**config.mk**
```make
export PLATFORM = sky130hd
export DESIGN_NAME = piso_serializer
export DESIGN_NICKNAME = d
export VERILOG_FILES = /design/src/rtl/shift_pkg.sv /design/src/rtl/piso_serializer_bit_counter.sv /design/src/rtl/piso_serializer.sv
export SDC_FILE = /design/constraint.sdc
export NUM_CORES = 1
export LEC_CHECK = 0
export BUFFER_PORTS_ARGS = -buffer_cell sky130_fd_sc_hd__buf_2
export CAP_MARGIN = 0
export CORE_AREA = 2 2 39 41
export CTS_CLUSTER_DIAMETER = 30
export DETAILED_ROUTE_END_ITERATION = 6
export DIE_AREA = 0 0 41 43
export SETUP_SLACK_MARGIN = 0.02
export SYNTH_ARGS = -nofsm -noshare
export SYNTH_HDL_FRONTEND = slang
export SYNTH_SLANG_ARGS = --single-unit
export TNS_END_PERCENT = 30
```
**constraint.sdc**
```tcl
create_clock -name clk -period 1.7 [get_ports clk]
set_input_delay 0.255 -clock clk [delete_from_list [all_inputs] [get_ports clk]]
set_output_delay 0.255 -clock clk [all_outputs]
set_load 0.005 [all_outputs]
```
**src/rtl/shift_pkg.sv**
```systemverilog
// Shared definitions for the serializer/deserializer pair.
// Holds the frame FSM state type and the default word width.
package shift_pkg;

    typedef enum logic {
        IDLE  = 1'b0,
        SHIFT = 1'b1
    } state_t;

    localparam int DEFAULT_WIDTH = 4;

endpackage

```
**src/rtl/piso_serializer_bit_counter.sv**
```systemverilog
// Modulo counter with synchronous clear, enable and a terminal-count flag.
// Shared by the serializer and the SIPO stage for frame position tracking.
module bit_counter #(
    parameter  int MODULUS = 4,
    localparam int CW      = (MODULUS > 1) ? $clog2(MODULUS) : 1
) (
    input  logic          clk,
    input  logic          rst,
    input  logic          i_clr,
    input  logic          i_en,
    output logic [CW-1:0] o_count,
    output logic          o_tc
);

    localparam logic [CW-1:0] LAST = CW'(MODULUS - 1);

    logic [CW-1:0] r_count;

    // Clear outranks enable so a new frame can restart the count mid-wrap.
    always_ff @(posedge clk) begin
        if (rst || i_clr) begin
            r_count <= '0;
        end else if (i_en) begin
            r_count <= (r_count == LAST) ? '0 : r_count + 1'b1;
        end
    end

    assign o_count = r_count;
    assign o_tc    = (r_count == LAST);

endmodule

```
**src/rtl/piso_serializer.sv**
```systemverilog
// Parallel-in/serial-out converter: accepts a word on valid/ready and emits
// it one bit per clock with first-bit and last-bit frame markers.
module piso_serializer
    import shift_pkg::*;
#(
    parameter int WIDTH     = DEFAULT_WIDTH,
    parameter int MSB_FIRST = 1
) (
    input  logic             clk,
    input  logic             rst,
    input  logic             load_valid,
    output logic             load_ready,
    input  logic [WIDTH-1:0] load_data,
    output logic             ser_out,
    output logic             ser_valid,
    output logic             ser_first,
    output logic             done
);

    localparam int CW = $clog2(WIDTH);
    // done is registered, so it is armed one bit before the last one.
    localparam logic [CW-1:0] PRE_LAST = CW'(WIDTH - 2);

    state_t           r_state;
    state_t           w_state_nxt;
    logic [WIDTH-1:0] r_sreg;
    logic [WIDTH-1:0] w_sreg_shift;
    logic             r_ser_valid;
    logic             r_ser_first;
    logic             r_done;
    logic [CW-1:0]    w_count;
    logic             w_tc;
    logic             w_last;
    logic             w_accept;

    bit_counter #(
        .MODULUS (WIDTH)
    ) u_bit_counter (
        .clk     (clk),
        .rst     (rst),
        .i_clr   (w_accept),
        .i_en    (r_state == SHIFT),
        .o_count (w_count),
        .o_tc    (w_tc)
    );

    assign w_last     = (r_state == SHIFT) && w_tc;
    assign load_ready = !rst && ((r_state == IDLE) || w_last);
    assign w_accept   = load_valid && load_ready;

    always_comb begin
        w_state_nxt = r_state;
        case (r_state)
            IDLE:    if (w_accept) w_state_nxt = SHIFT;
            SHIFT:   if (w_last && !w_accept) w_state_nxt = IDLE;
            default: w_state_nxt = IDLE;
        endcase
    end

    // Zero fill means the register is empty once a frame drains, so ser_out idles low.
    assign w_sreg_shift = (MSB_FIRST != 0) ? {r_sreg[WIDTH-2:0], 1'b0}
                                           : {1'b0, r_sreg[WIDTH-1:1]};

    always_ff @(posedge clk) begin
        if (rst) begin
            r_state     <= IDLE;
            r_sreg      <= '0;
            r_ser_valid <= 1'b0;
            r_ser_first <= 1'b0;
            r_done      <= 1'b0;
        end else begin
            r_state     <= w_state_nxt;
            r_ser_valid <= (w_state_nxt == SHIFT);
            r_ser_first <= w_accept;
            r_done      <= (r_state == SHIFT) && (w_count == PRE_LAST);
            if (w_accept) begin
                r_sreg <= load_data;
            end else if (r_state == SHIFT) begin
                r_sreg <= w_sreg_shift;
            end
        end
    end

    assign ser_out   = (MSB_FIRST != 0) ? r_sreg[WIDTH-1] : r_sreg[0];
    assign ser_valid = r_ser_valid;
    assign ser_first = r_ser_first;
    assign done      = r_done;

endmodule

```
==> metrics.txt, run 1 <==
status complete, no violations; area of the core between 1000 and 1500 um2; Overflow after GRT 0; fraction of layout cells with a size suffix above 1 0.304; Slew Limit Fails 0; via count ~340; worst skew pair latency approximately 0.25 ns; antenna violations before repair 0; CTS-repair resized insts 0; vias in the first global route around 270; CTS Root Cell clkbuf_4; drt drc 0; Async SR Flop Fraction 0; Worst-path clk slew roughly 0.060 ns; Initial DRT Pass Iterations 1; GRT Util Overall 0.106; worst hold path cell count 2; final-layout fill cell count ~150; CP arrival ~1.3 ns; TritonCTS clock tree built; Max-Cap Viols 0; Critical Path Sink Type output port; Die ar. about 1800 um2; Hold Vio Cnt, Final 0; Die Y 43 um; Power Density slightly above 900 nW/um2; RSZ-0062 raised after global routing no; ANT cells 0; cell area after layout about 500 um2; Antenna Nets Post-Route 0; Via-to-Cell Ratio about 4.8; FF-to-FF Start u_bit_counter.o_count[0]; critical path class reg -> out; Hold WC Path Type in -> reg; number of enable flip-flop cells after synthesis 0; num ports 12; setup ws final ~0.18 ns; setup TNS 0 ns; # rows 14; dpl cells just under 70; final wirelength between 700 and 800 um; hold worst-path end r_sreg[0]; clk sink count 9; Period minus WS final approximately 1.5 ns; Fin Clk Skew a little over 0.0009 ns; utilization after layout 0.363; DP Worst Slack around 0.46 ns; crit start category flop; Starting Density 0.297; worst r2r path cells 4; Synth-to-Final Area Change 21.9%; Max-slew headroom 0.856; largest net degree at the start of global routing 11; Post-Syn Area per Cell about 9.6 um2; Main synth FF type dfxtp_1; drt initial violations 0; first-pass GRT wire length ~1200 um; port bufs 11; Worst Max-Slew Pin Slew roughly 0.22 ns; CP required approximately 1.4 ns; CTS Hold Buffers Added 0; Yosys Warn Count 0; Mapped Cells 43; nets@finish 66; FMAX about 660 MHz; Detailed Place HPWL 547 um; Syn Std Cell Area 412 um2; register area share after synthesis 0.438; r2r endpoint r_sreg[3]; Setup Buffers After CTS 0; H-Tree Depth 1; CP max FO 4; flop2flop setup slack approximately 0.44 ns; Worst VDD drop between 0.0005 and 0.0006 V; Seq cells post-synth 9; hold_sp rst; final non-filler cell total 72; clk buf depth 2; post-DR wirelength/cell 10.3 um; Netlist cell types 20; Leakage Power approximately 0.23 nW; CTS Buf Count 3; Crit. Startpoint u_bit_counter.o_count[0]; post-placement cell area ~480 um2; crit share post-route 0.894; Final setup viols 0; Synthesized Nets between 50 and 60; gpl congestion slightly above 0.6; Die X between 40 and 50 um
## worst max-delay path, cell delays in order (launching register included)
cell and delay (ns):
dfxtp_1 0.37, ha_1 0.22, and2b_2 0.24, nor2_1 0.07, buf_2 0.11
## routing by layer
layer / up-vias / share of wire / track usage
li1: 175 / - / -
met1: 156 / 0.49 / 0.140
met2: 10 / 0.43 / 0.119
met3: 2 / 0.057 / 0.0785
met4: 0 / 0.019 / 0.0600
met5: - / 0 / 0
## synth_stat cells, drive strengths merged, types with 2 or more instances
cell type  count  area [um2]
dfxtp          9         180
nor2           7        26.3
mux2i          4        40.0
a221oi         3        26.3
nor2b          3        18.8
buf            2        15.0
ha             2        25.0
nand2          2        10.0
## layout make-up
| class | count | area [um2] | area share |
|---|---|---|---|
| multi-input cells | 30 | 209 | 0.416 |
| flip-flops and latches | 9 | 180 | 0.359 |
| repair buffers | 12 | 62.6 | 0.125 |
| clock buffers | 4 | 26.3 | 0.0524 |
| well taps | 16 | 20.0 | 0.0399 |
| inverters | 1 | 3.75 | 0.00748 |
## registers in the layout (all words and copies together), names as in the netlist
register               flops
done                       1
r_sreg                     4
ser_first                  1
ser_valid                  1
u_bit_counter.o_count      2
## cells by family (layout without fill, tap and decap cells)
| kind of cell | Yosys count | after routing | synth area share |
|---|---|---|---|
| and+or+nand+nor | 17 | 17 | 0.225 |
| buffers and inverters | 4 | 17 | 0.0547 |
| AOI/OAI and AO/OA | 7 | 7 | 0.125 |
| muxes | 4 | 4 | 0.0973 |
| DFF | 9 | 9 | 0.438 |
| adders and majority gates | 2 | 2 | 0.0608 |
## through the flow
step           power (mW)  hold slack, ns
2_1_floorplan       0.283           0.472
3_3_place_gp        0.302           0.558
3_5_place_dp        0.303           0.564
4_1_cts             0.466           0.291
5_1_grt             0.491           0.298
6_report            0.458           0.290
## cells in the final DEF, fill, tap and decap left out, drive strengths merged
cell type  instances
nand3              1
nand2              2
a221oi             3
nor3b              1
buf               12
o21ai              1
or2b               1
and2b              1
nor2b              3
clkbuf             4
ha                 2
mux2i              4
o21a               1
a211oi             1
nor2               7
inv                1
and3b              1
dfxtp              9
a21oi              1
## worst max-delay path by stage
stage / depth (start not counted) / slack, ns / end
after CTS: 4 / 0.16 / load_ready
after global routing: 4 / 0.08 / load_ready
after global placement: 4 / 0.46 / load_ready
after detailed placement: 4 / 0.46 / load_ready
final: 4 / 0.18 / load_ready
after floorplan: 3 / 0.56 / r_sreg[1]
## power breakdown
part / internal [mW] / switching, mW / leakage (nW)
Combinational: 0.0330 / 0.0312 / 0.142
Clock: 0.0901 / 0.0694 / 0.0150
Sequential: 0.225 / 0.00918 / 0.0742
Note: power is estimated with default switching activity, not from simulation.
==> run 2: changes to the inputs <==
--- a/config.mk
+++ b/config.mk
@@ -7,12 +7,11 @@
 export LEC_CHECK = 0
 export BUFFER_PORTS_ARGS = -buffer_cell sky130_fd_sc_hd__buf_2
 export CAP_MARGIN = 0
-export CORE_AREA = 2 2 39 41
+export CORE_AREA = 10 10 47 49
 export CTS_CLUSTER_DIAMETER = 30
 export DETAILED_ROUTE_END_ITERATION = 6
-export DIE_AREA = 0 0 41 43
+export DIE_AREA = 0 0 57 59
 export SETUP_SLACK_MARGIN = 0.02
 export SYNTH_ARGS = -nofsm -noshare
 export SYNTH_HDL_FRONTEND = slang
 export SYNTH_SLANG_ARGS = --single-unit
-export TNS_END_PERCENT = 30
==> metrics.txt, run 2 (synthesized netlist as in run 1, its figures left out) <==
FF-to-FF Start u_bit_counter.o_count[0]; Period minus WS final approximately 1.5 ns; met1 Use GR 0.0595; hold worst-path end r_sreg[0]; TritonCTS clock tree built; worst hold path cell count 2; ANT cells 0; Worst Max-Slew Pin Slew about 0.22 ns; drt initial violations 3; Power, Total between 0.4 and 0.5 mW; area of the core 1400 um2; drt drc 0; fraction of layout cells with a size suffix above 1 0.304; RSZ-0062 raised after global routing no; Synth-to-Final Area Change 21.9%; setup TNS 0 ns; Hold WC Path Type in -> reg; flop2flop setup slack around 0.43 ns; Overflow after GRT 0; H-Tree Depth 1; Worst VDD drop between 0.0003 and 0.0004 V; Die Y between 50 and 60 um; Hold Vio Cnt, Final 0; Leakage Power about 0.23 nW; Antenna Nets Post-Route 0; num ports 12; Via-to-Cell Ratio about 4.8; nets@finish 66; worst skew pair latency 0.25 ns; Worst Hold Slack 0.296 ns; Initial DRT Pass Iterations 3; final wirelength approximately 840 um; CP arrival between 1 and 1.5 ns; Top reg by flops r_sreg; Starting Density 0.294; port bufs 11; clk buf depth 2; largest net degree at the start of global routing 11; crit start category flop; max reg flops 4; Fin Clk Skew roughly 0.0017 ns; Max-slew headroom 0.852; Slew Limit Fails 0; GRT busiest layer met2; # rows 14; FMAX 656 MHz; CTS-repair resized insts 0; Critical Path Sink Type output port; GR Layer Usage met2 0.0760; worst r2r path cells 4; status complete, no violations; GRT Util Overall 0.0536; met3 Usage GRT 0.0279; most frequent cells in the layout buf_2, dfxtp_1, nor2_1; Setup Buffers After CTS 0; Final setup viols 0; commonest non-fill, non-tap cell in the layout buf_2; Power Density 915 nW/um2; critical path class reg -> out; Worst-path clk slew roughly 0.06 ns; r2r endpoint r_sreg[1]; CP max FO 4; CTS Hold Buffers Added 0; antenna violations before repair 0; Detailed Place HPWL about 640 um; hold_sp rst; gpl congestion ~0.73; post-DR wirelength/cell 11.6 um; clk sink count 9; crit share post-route 0.896; Die ar. roughly 3400 um2; first-pass GRT wire length between 1000 and 1500 um; CTS Root Cell clkbuf_4; vias in the first global route 342; via count around 350; Die X approximately 57 um; CTS Buf Count 3; Max-Cap Viols 0; CP required approximately 1.4 ns
run 2: critical path: stages, from the launching register on:
cell and delay, ns:
dfxtp_1 0.37, ha_1 0.22, and2b_2 0.24, nor2_1 0.07, buf_2 0.11
run 2: layer usage:
metal,up-vias,routed length (um)
met4,0,13
met3,2,71
met5,-,0
li1,173,-
met2,10,338
met1,160,413
run 2: cell type report:
| class | count | area (um2) |
|---|---|---|
| multi-input combinational | 30 | 209 |
| timing repair buffer | 12 | 62.6 |
| tap | 16 | 20.0 |
| sequential | 9 | 180 |
| fill | 163 | 900 |
| inverter | 1 | 3.75 |
| clock buffer | 4 | 26.3 |
run 2: how the worst max path moves through the flow:
stage | from | to | slack [ns] | cells past startpoint
floorplan | u_bit_counter.o_count[0] | r_sreg[1] | 0.56 | 3
global route | u_bit_counter.o_count[0] | load_ready | 0.08 | 4
finish | u_bit_counter.o_count[0] | load_ready | 0.18 | 4
CTS | u_bit_counter.o_count[0] | load_ready | 0.16 | 4
detailed placement | u_bit_counter.o_count[0] | r_sreg[1] | 0.46 | 4
global placement | u_bit_counter.o_count[0] | load_ready | 0.45 | 4
run 2: power breakdown:
| part | leakage, nW | switching [mW] | internal (mW) |
|---|---|---|---|
| clock network | 0.0150 | 0.0706 | 0.0902 |
| logic | 0.142 | 0.0313 | 0.0331 |
| registers | 0.0742 | 0.00923 | 0.225 |
run 2: stage by stage:
| step | utilization | setup slack [ns] | instance area [um2] | cells |
|---|---|---|---|---|
| floorplan | - | 0.559 | 412 | 43 |
| CTS | 0.358 | 0.164 | 502 | 72 |
| detailed placement | 0.339 | 0.455 | 475 | 68 |
| global route | 0.358 | 0.0826 | 502 | 72 |
| global placement | 0.339 | 0.452 | 475 | 68 |
| finish | 0.358 | 0.176 | 502 | 72 |
==> run 3: changes to the inputs <==
--- a/config.mk
+++ b/config.mk
@@ -5,6 +5,7 @@
 export SDC_FILE = /design/constraint.sdc
 export NUM_CORES = 1
 export LEC_CHECK = 0
+export ABC_AREA = 1
 export BUFFER_PORTS_ARGS = -buffer_cell sky130_fd_sc_hd__buf_2
 export CAP_MARGIN = 0
 export CORE_AREA = 10 10 47 49
==> constraint.sdc (replaced) <==
create_clock -name clk -period 1.7 [get_ports clk]
set_input_delay 0.255 -clock clk [delete_from_list [all_inputs] [get_ports clk]]
set_output_delay 0.255 -clock clk [all_outputs]
set_load 0.02 [all_outputs]
==> metrics.txt, run 3 <==
met3 Usage GRT 0.0558; most frequent cell after synthesis nand2_1; Hold WC Path Type in -> reg; register area share after synthesis 0.425; Max-Cap Viols 0; Post-Syn Area per Cell between 7 and 8 um2; CTS Root Cell clkbuf_4; Commonest cells post-synth nand2_1, dfxtp_1, inv_1; Yosys Warn Count 0; CTS-repair resized insts 0; Top reg by flops r_sreg; Synth top area share 0.425; Via-to-Cell Ratio around 4.3; Async SR Flop Fraction 0; clk buf depth 2; Starting Density 0.303; commonest non-fill, non-tap cell in the layout nand2_1; Seq cells post-synth 9; Antenna Nets Post-Route 0; H-Tree Depth 1; drt initial violations 1; dpl cells 85; Die ar. between 3000 and 4000 um2; worst skew pair latency about 0.25 ns; Synthesized Nets 67; CTS Buf Count 3; setup TNS 0 ns; Critical Path Sink Type output port; RSZ-0062 raised after global routing no; Hold Vio Cnt, Final 0; final non-filler cell total ~90; CP arrival about 1.2 ns; nets@finish between 80 and 90; Main synth FF type dfxtp_1; largest net degree at the start of global routing 9; clk sink count 9; Max-slew headroom 0.872; max reg flops 4; Worst VDD drop ~0.00063 V; Initial DRT Pass Iterations 2; port bufs 11; first-pass GRT wire length about 1600 um; met1 Use GR 0.0534; ANT cells 0; fraction of layout cells with a size suffix above 1 0.288; crit share post-route 0.861; Power, Total around 0.45 mW; Seq. cell area 180 um2; FMAX 683 MHz; gpl congestion around 0.72; TritonCTS clock tree built; Yosys top cell by area dfxtp_1; Die X 57 um; final wirelength ~860 um; Die Y ~60 um; GRT busiest layer met2; antenna violations before repair 0; Multi-input gate area 198 um2; drt drc 0; post-DR wirelength/cell about 9.7 um; Fin Clk Skew 0.00336 ns; GRT Util Overall 0.0592; status complete, no violations; Period minus WS final between 1 and 1.5 ns; CTS Hold Buffers Added 0; Worst-path clk slew around 0.06 ns; Syn Std Cell Area between 400 and 500 um2; vias in the first global route just under 400; Synth-to-Final Area Change 24.5%; final-layout fill cell count between 150 and 200; GR Layer Usage met2 0.0977; Worst Max-Slew Pin Slew a little under 0.2 ns; Final setup viols 0; Mapped Cells 58; CP required approximately 1.4 ns; Netlist cell types 16; number of enable flip-flop cells after synthesis 0; num ports 12; critical path class reg -> out; Setup Buffers After CTS 0; Slew Limit Fails 0; Power Density 860 nW/um2; area of the core 1400 um2; # rows 14; Detailed Place HPWL just over 700 um; Leakage Power slightly below 0.3 nW; via count between 300 and 400; CP max FO 5; Overflow after GRT 0; synth top area cells dfxtp_1, nand2_1, inv_1; most frequent cells in the layout nand2_1, buf_2, inv_1, dfxtp_1, nor2_1; crit start category flop
[run 3: changes by cell type in the layout (fill, tap and decap cells not counted), sizes merged, moves of 3 or more]
cell and delta:
a21oi +3, nand4 +3, nor2b -3, mux2i -4
a221oi -3, inv +10, nand2 +15
[run 3: area by class of cell]
class | count | area share
clock buffer | 4 | 0.0498
inverter | 11 | 0.0782
multi-input combinational | 37 | 0.374
sequential | 9 | 0.341
tap | 16 | 0.0379
timing repair buffer | 12 | 0.118
[run 3: logic make-up after synthesis]
family	after synthesis	share of synthesized area
compound gates	5	0.0855
flops	9	0.425
buf+inv	12	0.109
fa+ha+maj	2	0.0590
simple gates	30	0.322
[run 3: worst paths after layout]
kind / start / end / slack, ns / cells past startpoint
setup / recovery: u_bit_counter.o_count[1] / load_ready / 0.24 / 6
hold / removal: load_data[0] / r_sreg[0] / 0.25 / 3
setup reg to reg: u_bit_counter.o_count[1] / r_sreg[3] / 0.61 / 8
hold reg to reg: r_sreg[0] / r_sreg[0] / 0.47 / 2
[run 3: per-stage QoR]
stage	hold slack (ns)	area (um2)	setup WS (ns)	util
floorplan	0.324	424	0.444	-
global placement	0.454	502	0.520	0.358
detailed placement	0.462	502	0.496	0.358
CTS	0.241	528	0.206	0.377
global route	0.258	528	0.102	0.377
finish	0.249	528	0.236	0.377
[run 3: metal layers]
layer / vias up / routed length, um
met2: 10 / 420
met3: 0 / 77
met1: 161 / 362
met5: - / 0
met4: 0 / 0
li1: 210 / -
[run 3: power breakdown]
part	internal [mW]	total, mW	switching [mW]
clock network	0.0901	0.158	0.0684
logic	0.0257	0.0683	0.0426
registers	0.221	0.227	0.00619
[run 3: critical path, stage by stage, from the launching register on]
cell     delay, ns
dfxtp_1       0.35
ha_1          0.15
inv_1         0.04
nand2_2       0.09
inv_1         0.08
nor2_1        0.08
buf_2         0.16
